[src/rtl/cpu_run_ctrl.sv]
// rtl/cpu_run_ctrl.sv - run/step/breakpoint sequencer for the CPU status block
module cpu_run_ctrl #(
  parameter int STEP_W     = 16,
  parameter int SETTLE_CYC = 5,
  parameter int PC_W       = 32
) (
  input  logic              clk,
  input  logic              rst,
  input  logic              cmd_run,
  input  logic              cmd_step,
  input  logic              cmd_stop,
  input  logic [STEP_W-1:0] step_num,
  input  logic              bp_en,
  input  logic [PC_W-1:0]   bp_addr,
  input  logic              wb_valid,
  input  logic [PC_W-1:0]   wb_pc,
  output logic              cpu_start,
  output logic              quit_cmd,
  output logic              cpu_running,
  output logic              busy,
  output logic              cmd_ack,
  output logic [1:0]        halt_cause,
  output logic [31:0]       retired_cnt
);

  localparam int SW = $clog2(SETTLE_CYC + 1);
  localparam logic [SW-1:0] SETTLE_LD = SW'(SETTLE_CYC);

  typedef enum logic [1:0] {S_IDLE, S_SSET, S_RUN, S_QSET} state_t;

  state_t            state_q, state_d;
  logic [SW-1:0]     settle_q, settle_d;
  logic [STEP_W-1:0] step_rem_q, step_rem_d;
  logic              mode_step_q, mode_step_d;
  logic              start_q, start_d;
  logic              quit_q, quit_d;
  logic              ack_q, ack_d;
  logic [1:0]        cause_q, cause_d;
  logic [31:0]       cnt_q, cnt_d;

  logic bp_hit;
  logic step_done;

  // The breakpoint instruction itself retires; the halt takes effect after it.
  assign bp_hit    = wb_valid & bp_en & (wb_pc == bp_addr);
  assign step_done = mode_step_q & wb_valid & (step_rem_q == STEP_W'(1));

  // Next-state and registered-output decode.
  always_comb begin
    state_d     = state_q;
    settle_d    = settle_q;
    step_rem_d  = step_rem_q;
    mode_step_d = mode_step_q;
    start_d     = 1'b0;
    quit_d      = 1'b0;
    ack_d       = 1'b0;
    cause_d     = cause_q;
    cnt_d       = cnt_q;
    case (state_q)
      S_IDLE: begin
        if (cmd_stop) begin
          ack_d = 1'b1;
        end else if (cmd_step || cmd_run) begin
          start_d     = 1'b1;
          ack_d       = 1'b1;
          cause_d     = 2'd0;
          cnt_d       = '0;
          mode_step_d = cmd_step;
          if (cmd_step) begin
            step_rem_d = (step_num == '0) ? STEP_W'(1) : step_num;
          end else begin
            step_rem_d = '0;
          end
          settle_d = SETTLE_LD;
          state_d  = S_SSET;
        end
      end
      S_SSET: begin
        settle_d = settle_q - SW'(1);
        if (settle_q <= SW'(1)) begin
          state_d = S_RUN;
        end
      end
      S_RUN: begin
        if (wb_valid) begin
          cnt_d = cnt_q + 32'd1;
          if (mode_step_q) begin
            step_rem_d = step_rem_q - STEP_W'(1);
          end
        end
        if (bp_hit || step_done || cmd_stop) begin
          quit_d   = 1'b1;
          ack_d    = cmd_stop;
          settle_d = SETTLE_LD;
          state_d  = S_QSET;
          if (bp_hit) begin
            cause_d = 2'd2;
          end else if (step_done) begin
            cause_d = 2'd1;
          end else begin
            cause_d = 2'd3;
          end
        end
      end
      S_QSET: begin
        settle_d = settle_q - SW'(1);
        if (settle_q <= SW'(1)) begin
          state_d = S_IDLE;
        end
      end
      default: state_d = S_IDLE;
    endcase
  end

  // State and output registers with synchronous reset.
  always_ff @(posedge clk) begin
    if (rst) begin
      state_q     <= S_IDLE;
      settle_q    <= '0;
      step_rem_q  <= '0;
      mode_step_q <= 1'b0;
      start_q     <= 1'b0;
      quit_q      <= 1'b0;
      ack_q       <= 1'b0;
      cause_q     <= 2'd0;
      cnt_q       <= '0;
    end else begin
      state_q     <= state_d;
      settle_q    <= settle_d;
      step_rem_q  <= step_rem_d;
      mode_step_q <= mode_step_d;
      start_q     <= start_d;
      quit_q      <= quit_d;
      ack_q       <= ack_d;
      cause_q     <= cause_d;
      cnt_q       <= cnt_d;
    end
  end

  assign cpu_start   = start_q;
  assign quit_cmd    = quit_q;
  assign cmd_ack     = ack_q;
  assign halt_cause  = cause_q;
  assign retired_cnt = cnt_q;
  assign cpu_running = (state_q == S_SSET) || (state_q == S_RUN);
  assign busy        = (state_q == S_SSET) || (state_q == S_QSET);

endmodule

[config.mk]
export PLATFORM = sky130hd
export DESIGN_NAME = cpu_run_ctrl
export DESIGN_NICKNAME = d
export VERILOG_FILES = /design/src/rtl/cpu_run_ctrl.sv
export SDC_FILE = /design/constraint.sdc
export NUM_CORES = 1
export LEC_CHECK = 0
export BUFFER_PORTS_ARGS = -buffer_cell sky130_fd_sc_hd__buf_2
export CORE_MARGIN = 8
export CORE_UTILIZATION = 45
export DETAILED_ROUTE_END_ITERATION = 10
export GPL_ROUTABILITY_DRIVEN = 0
export MAX_ROUTING_LAYER = met4
export PLACE_DENSITY = 0.76
export SKIP_CTS_REPAIR_TIMING = 1
export SYNTH_ARGS = -nofsm -noshare
export SYNTH_HDL_FRONTEND = slang
export SYNTH_SLANG_ARGS = --single-unit
[constraint.sdc]
create_clock -name clk -period 2.3 [get_ports clk]
set_clock_uncertainty 0.1 [all_clocks]
set_input_delay 0 -clock clk [delete_from_list [all_inputs] [get_ports clk]]
set_output_delay 0 -clock clk [all_outputs]
set_load 0.01 [all_outputs]
Word-level counts from Yosys, hierarchy flattened

Index checks and enable logic that the tools add are counted.

Order comparisons: 1
Add/subtract/negate cells: 3
Reductions and logical operators: 17
Muxes and demuxes: 32
Equal/unequal tests: 12
Bitwise gates (word level): 7

Operators with widths:

| cell                                                                             | number |
|---|---|
| 16-bit two-way mux                                                               | 6 |
| 32-bit two-way mux                                                               | 3 |
| 32-bit case mux with 2 select lines                                              | 1 |
| 32-bit by 1-bit adder with 32-bit output, second input constant                  | 1 |
| 32-bit equality test                                                             | 1 |
| 16-bit case mux with 2 select lines                                              | 1 |
| 2-bit two-way mux                                                                | 10 |
| 16-bit by 1-bit equality test with 1-bit output, second input constant           | 1 |
| 16-bit zero test                                                                 | 1 |
| 16-bit by 1-bit subtractor with 16-bit output, second input constant             | 1 |
| 2-bit != test, second input constant                                             | 7 |
| 5-bit AND reduction                                                              | 2 |
| 3-bit two-way mux                                                                | 3 |
| 3-bit case mux with 3 select lines                                               | 1 |
| 2-bit case mux with 4 select lines                                               | 1 |
| 4-bit AND reduction                                                              | 2 |
| 3-bit AND reduction                                                              | 2 |
| 1-bit logical OR                                                                 | 5 |
| 1-bit bitwise AND                                                                | 4 |
| 2-bit equality test, second input constant                                       | 2 |
| 1-bit two-way mux                                                                | 4 |
| 2-bit case mux with 2 select lines                                               | 1 |
| 2-bit OR reduction                                                               | 2 |
| 3-bit by 1-bit less-or-equal comparator with 1-bit output, second input constant | 1 |
| 7 further kinds                                                                  | 9 |

Input port bits: 87
Bits in registers: 59
Logic and storage cells: 81
Output and inout port bits: 39

Depth between registers and ports, before layout

Gate-level depths: netlist of the first run.

Depth in word-level cells: 6
Gate-level depth with buffers: 10
Mapped depth without buffers: 8

Least setup slack after synthesis of the first run

No wires, ideal clock.

Path kind: reg-to-reg
Start point: register state_q[0]
End point: register cnt_q[30] (netlist: retired_cnt[30])
Period minus slack after synthesis: 2.226 ns
Arrival: 1.999 ns
Path buffers: 1
Path slack: 0.074 ns
Data required time: 2.072 ns
Cell stages (with the launch flop): 10
Library setup time: 0.128 ns
Cells stage by stage: dfxtp_1 > inv_1 > ha_1 > buf_2 > mux2i_1 > a2111oi_4 > nor4b_4 > nand4_1 > xor2_1 > nor2_1

Longest elaborated chain between the ends: 3
Elaborated cells between the ends (all ways): 8
Classes of those cells: eq/ne (4); mux (1); reduce/logical (3)

Ends and longest elaborated chain:

| what                                                          | RTL line | text |
|---|---|---|
| start, declared                                               | 31       | `state_t state_q, state_d;` |
| start signal, assigned                                        | 128      | `state_q <= state_d;` |
| 2-bit equality test or 2-bit zero test (tied branches)        | 59       | `case (state_q)` |
| 2-bit != test (no line) or 2-bit nonzero test (tied branches) | --       |  |
| 4-bit AND reduction (no line)                                 | --       |  |
| end signal, assigned                                          | 136      | `cnt_q <= cnt_d;` |
| end, declared                                                 | 39       | `logic [31:0] cnt_q, cnt_d;` |

Parallel ways exist; a longest one is shown, timed or not.
A chain may end at the register's enable or synchronous reset.

Worst setup path in the final report of the first run

Start point: register step_rem_q[13]
End point: register settle_q[2]

Longest elaborated chain between the ends: 6

Ends and longest elaborated chain:

| what                                            | RTL line | text |
|---|---|---|
| start, declared                                 | 33       | `logic [STEP_W-1:0] step_rem_q, step_rem_d;` |
| start signal, assigned                          | 130      | `step_rem_q <= step_rem_d;` |
| 16-bit by 1-bit equality test with 1-bit output | 46       | `assign step_done = mode_step_q & wb_valid & (step_rem_q == STEP_W'(1));` |
| 1-bit bitwise AND                               | 46       |  |
| 1-bit logical OR (2 in a row)                   | 91       | `if (bp_hit \|\| step_done \|\| cmd_stop) begin` |
| 2-bit != test (no line)                         | --       |  |
| 3-bit AND reduction (no line)                   | --       |  |
| end signal, assigned                            | 129      | `settle_q <= settle_d;` |
| end, declared                                   | 32       | `logic [SW-1:0] settle_q, settle_d;` |

No other way between the ends.

==> reports/results.ini, run 1 <==
[critical_path]
crit_required_ps = 2450
worstSetupEndpointType = flop
start_kind = flop
reg2regPathDepth = 6
worst-setup-path-type = flop to flop
rrSetupSlack_ps = 180
cp.arrival_ps = 2280
crit-reg2reg-capture = settle_q[2]
r2r-start = step_rem_q[13]
path_max_fanout = 7

[layout]
fill_cells = 673
mostFrequentLayoutCell = buf_2
nets = 692
antenna_cells = 0
drive_gt1_share_pct = 29.50
area_delta_synth_final_pct = 33.39
final_cell_mix = buf_2 (125), dfxtp_1 (58), nor2_1 (55)
fin_cells = 702
post-route-cell-area_sq_um = 4728
finish.utilization_pct = 61.51

[logic_synthesis]
netlist.area_leader.share_pct = 33.32
synthDistinctLibCells = 58
synth_edf_count = 0
synth-seq-cells = 59
synth_area_sq_um = 3545
ys.flop_type = dfxtp_1
synth_top_family_by_area = simple AND/OR/NAND/NOR gates
yosys.area.top_type = dfxtp_1
synthCells = 443
synth_xor_area_share_pct = 13.34
ys_seq_area_share_pct = 33.32
syn_area_per_cell_sq_um = 8.001
synth-simple-area-share_pct = 27.18
synth_area_leaders = dfxtp_1 (33%), xor2_1 (8.4%), nor2_1 (5.8%)
syn_nets = 540
synthMuxAreaShare_pct = 0.5648
synth_adder_area_share_pct = 3.530
synth_compound_area_share_pct = 17.08
ys_warn_count = 0
async_flop_share_pct = 0

[sta]
max_slew_margin_pct = 72.97
hold_slack_ps = -25.97
post-route-period-util_pct = 92.37
tns_ps = 0
report.final.slew_viol_count = 0
finalHoldViolations = 4
rsz0062_at_grt = false
worst_pin_slew_ps = 404.7
fin_crit_ps = 2124
setup_viol = 0
fin_ws_ps = 175.5
clock.fmax_mhz = 470.7

[die]
chipHeight_um = 104.8
fp.coreArea_sq_um = 7687
die_x_um = 104.8
row_count = 32
dieArea_sq_um = 10970
io_pins = 126
initial_core_util_pct = 46.11

[clock_network]
htreeDepth = 3
clk_pin_slew_ps = 70
cts.sinks = 59
numCtsBuffers = 9
cts_tree = built
worstSkewPairLatency_ps = 340
clockBufferDepth = 2
clockRootBuffer = clkbuf_8

[run]
cap_violations = 0

[pwr]
p_leak_nw = 2.072
power_density_nw_per_um2 = 954.8
ir_drop_mv = 0.4446
finalPower_mw = 4.515

[drt]
route.vias.total = 3728
wl_per_cell_um = 15.25
drtIter0Drc = 110
first_pass_iters = 5
viasPerCell = 5.311
drc_errors = 0
wl_um = 10700
drtAntennaViolNets = 0

[grt]
gr-total-overflow = 0
antenna_found_initial = 0
grt_pass1_wl_um = 17310
grt_start_max_net_pins = 32
grt_pass1_vias = 3654
gr-usage-all-layers_pct = 19.16

[placed_design]
hpwl_um = 8175
pre_cts_ws_ps = 62.57
portBuffers = 125
placed_cells = 673
dpl_cell_area_sq_um = 4397

[min_path]
hold_end = step_rem_q[9]
worstHoldStart = step_num[9]
holdCritPathClass = input pin to flop
hold_path_depth = 5

[status]
violations = negative hold slack
status = finished with violations

## sequential cells by signal, summed over array words and instances, names as in the netlist
signal       cells
state_q          2
quit_cmd         1
settle_q         3
cpu_start        1
retired_cnt     32
cmd_ack          1
halt_cause       2
mode_step_q      1
step_rem_q      16
## cells in the mapped netlist (3+ instances only)
cell       number
xnor2_1        20
dfxtp_1        59
nor2_1         55
buf_2           3
and3_1          6
nand2_1        35
a31oi_1         3
ha_1           10
nand4_1        15
nor2b_1         4
a2bb2oi_1       6
or3_1           3
nor4_1         10
a21oi_1        25
nand2b_1        5
o21bai_1        4
a211oi_1        3
nor3b_1         3
nor3_1         18
nand3_1        14
a22oi_1         3
clkbuf_1       15
o21ai_0        18
xor2_1         34
inv_1          25
and4_1          7
## kinds of logic (layout without fill, tap and decap cells)
logic type | Yosys count | after routing
adder cells (fa/ha/maj) | 10 | 10
buffers and inverters | 44 | 201
XOR/XNOR | 54 | 54
flip-flops | 59 | 59
multiplexers | 2 | 2
AND/OR/NAND/NOR | 187 | 187
AO/OA/AOI/OAI | 87 | 87
## routing by layer
metal,share of wire (%),wire [um],track usage [%],up-vias
li1,-,-,-,1864
met1,44,4719,22.34,1676
met2,47,5032,31.22,172
met3,7.5,805,4.791,16
met4,1.4,146,6.932,0
met5,0,0,-,-
## cell type report
class,instances,area [sq um],share of cell area (%)
clock buffers,15,186.4,3.943
clock inverters,1,5.005,0.1058
inverters,25,93.84,1.985
multi-input cells,340,2196,46.44
flip-flops and latches,59,1182,25.01
well taps,102,127.6,2.699
repair buffers,160,937.1,19.82
## power by group
part           internal [mW]  leakage [nW]  switching [mW]  total [mW]
registers               1.17         0.479           0.135        1.31
clock network          0.509        0.0997           0.407       0.916
logic                  0.987          1.49            1.30        2.29
## worst max path at each step
stage	from	endpoint	slack, ps
final	step_rem_q[13]	settle_q[2]	180
after CTS	state_q[0]	retired_cnt[20]	1
after floorplan	state_q[0]	retired_cnt[30]	70
after global routing	state_q[0]	retired_cnt[21]	40
after global placement	state_q[0]	retired_cnt[24]	150
after detailed placement	state_q[0]	retired_cnt[20]	60
## worst max-delay path: stages, from the launching register on
cell and delay, ps:
dfxtp_1 340, or3_1 380, or4_4 450, o21bai_2 190, or2_4 190, o221ai_2 100
a221oi_2 280
No activity file was read; power rests on OpenSTA's default activity.
==> run 2, diff against run 1 <==
Settings changed: CORE_UTILIZATION 45 to 30, PLACE_DENSITY 0.76 to not set.
==> reports/results.ini, run 2 (same netlist as run 1, synthesis figures left out) <==
[status]
status = finished with violations
violations = negative hold slack

[critical_path]
worstSetupEndpointType = flop
endpoint = state_q[0]
startpoint = step_rem_q[13]
path_max_fanout = 7
crit-reg2reg-capture = state_q[0]
start_kind = flop
critPathMaxStageDelay_ps = 460
reg2regPathDepth = 6
rrSetupSlack_ps = 160
crit_chain = or3_1 > or4_4 > o21bai_2 > or2_4 > o21bai_1 > a211oi_1
crit_required_ps = 2420
crit_slowest_cell = or4_4
cp.arrival_ps = 2260
worst-setup-path-type = flop to flop
r2r-start = step_rem_q[13]

[layout]
final_cell_mix = buf_2 (125), dfxtp_1 (58), nor2_1 (55)
fin_cells = 741
area_delta_synth_final_pct = 38.65
finish.utilization_pct = 42.86
nets = 690
largest_reg_flops = 32
mostFrequentLayoutCell = buf_2
drive_gt1_share_pct = 31.27
fill_cells = 1155
antenna_cells = 0

[drt]
wl_um = 11260
viasPerCell = 5.073
first_pass_iters = 5
drtIter0Drc = 157
drtAntennaViolNets = 0
wl_per_cell_um = 15.19
drc_errors = 0
route.vias.total = 3759

[pwr]
p_sw_mw = 1.997
p_clk_share_pct = 28.2
pwr-share-comb_pct = 46.4
power_density_nw_per_um2 = 1049
p_int_mw = 3.161
p_leak_nw = 2.124
switching_share_pct = 38.72
ir_drop_mv = 0.4646
finalPower_mw = 5.158
power_frac_seq_pct = 25.4

[sta]
hold_slack_ps = -40.90
worst_pin_slew_ps = 483.7
fin_crit_ps = 2135
finalHoldViolations = 6
setup_viol = 0
report.final.slew_viol_count = 0
post-route-period-util_pct = 92.84
max_slew_margin_pct = 67.68
clock.fmax_mhz = 468.3

[grt]
grt_pass1_vias = 3594
use_met2_pct = 21.63
antenna_found_initial = 0
gr-usage-all-layers_pct = 14.13
grt_pass1_wl_um = 17910
grtUsageMet1_pct = 17.65
grtUsageMet3_pct = 3.489
grt_busiest_layer = met2
gr-total-overflow = 0
grt_start_max_net_pins = 32

[die]
io_pins = 126
row_count = 39
initial_core_util_pct = 30.91
die_x_um = 124.7
fp.coreArea_sq_um = 11470
dieArea_sq_um = 15550
chipHeight_um = 124.7

[clock_network]
worstSkewPairLatency_ps = 330
numCtsBuffers = 9
clockRootBuffer = clkbuf_16
cts_tree = built
cts.sinks = 59
clk_pin_slew_ps = 50
clockBufferDepth = 2
htreeDepth = 3

[placed_design]
hpwl_um = 8711
portBuffers = 125
placed_cells = 717

[min_path]
holdCritPathClass = input pin to flop

[run]
cap_violations = 0

==> run 2: final cells by class <==
type | instances | area, sq um | share of cell area [%]
clock buffer | 9 | 225.2 | 4.582
clock inverter | 7 | 101.3 | 2.062
inverter | 25 | 93.84 | 1.909
multi-input combinational | 340 | 2227 | 45.32
sequential | 59 | 1182 | 24.06
tap | 143 | 178.9 | 3.641
timing repair buffer | 158 | 905.9 | 18.43
==> run 2: how the worst min path moves through the flow <==
stage / from / to / slack, ps / cells after the start
after global routing: step_num[5] / step_rem_q[5] / 2 / 5
after floorplan: cmd_run / cpu_start / 50 / 2
after global placement: cmd_stop / cmd_ack / 230 / 3
after CTS: cmd_stop / cmd_ack / -100 / 3
after detailed placement: cmd_stop / cmd_ack / 240 / 3
final: rst / settle_q[0] / -40 / 3
==> run 2: power by group through the flow <==
stage | registers (mW) | logic (mW) | clock network, mW
floorplan | 1.31 | 1.49 | 0
global placement | 1.32 | 2.26 | 0
detailed placement | 1.33 | 2.29 | 0
CTS | 1.31 | 2.32 | 1.48
global route | 1.33 | 2.66 | 1.53
finish | 1.31 | 2.39 | 1.45
==> run 2: critical path: cells and delay by family, from the launching register on <==
| family | cells | cell delay, ps |
|---|---|---|
| and+or+nand+nor | 3 | 1030 |
| AOI/OAI and AO/OA | 3 | 570 |
| DFF | 1 | 330 |
==> run 2: per-layer routing <==
metal / routed length (um) / vias up
li1: - / 1864
met1: 5253 / 1727
met2: 5029 / 154
met3: 819 / 14
met4: 153 / 0
met5: 0 / -
==> run 2: metrics by stage <==
step | setup slack, ps | TNS [ps] | instance area, sq um | hold WS, ps
final | 164.6 | 0 | 4915 | -40.90
after global routing | -8.552 | -8.552 | 4915 | 1.690
after CTS | -19.12 | -49.46 | 4803 | -99.63
after detailed placement | -8.116 | -20.57 | 4477 | 239.9
after global placement | 96.04 | 0 | 4477 | 229.6
after floorplan | 73.70 | 0 | 3545 | 51.59
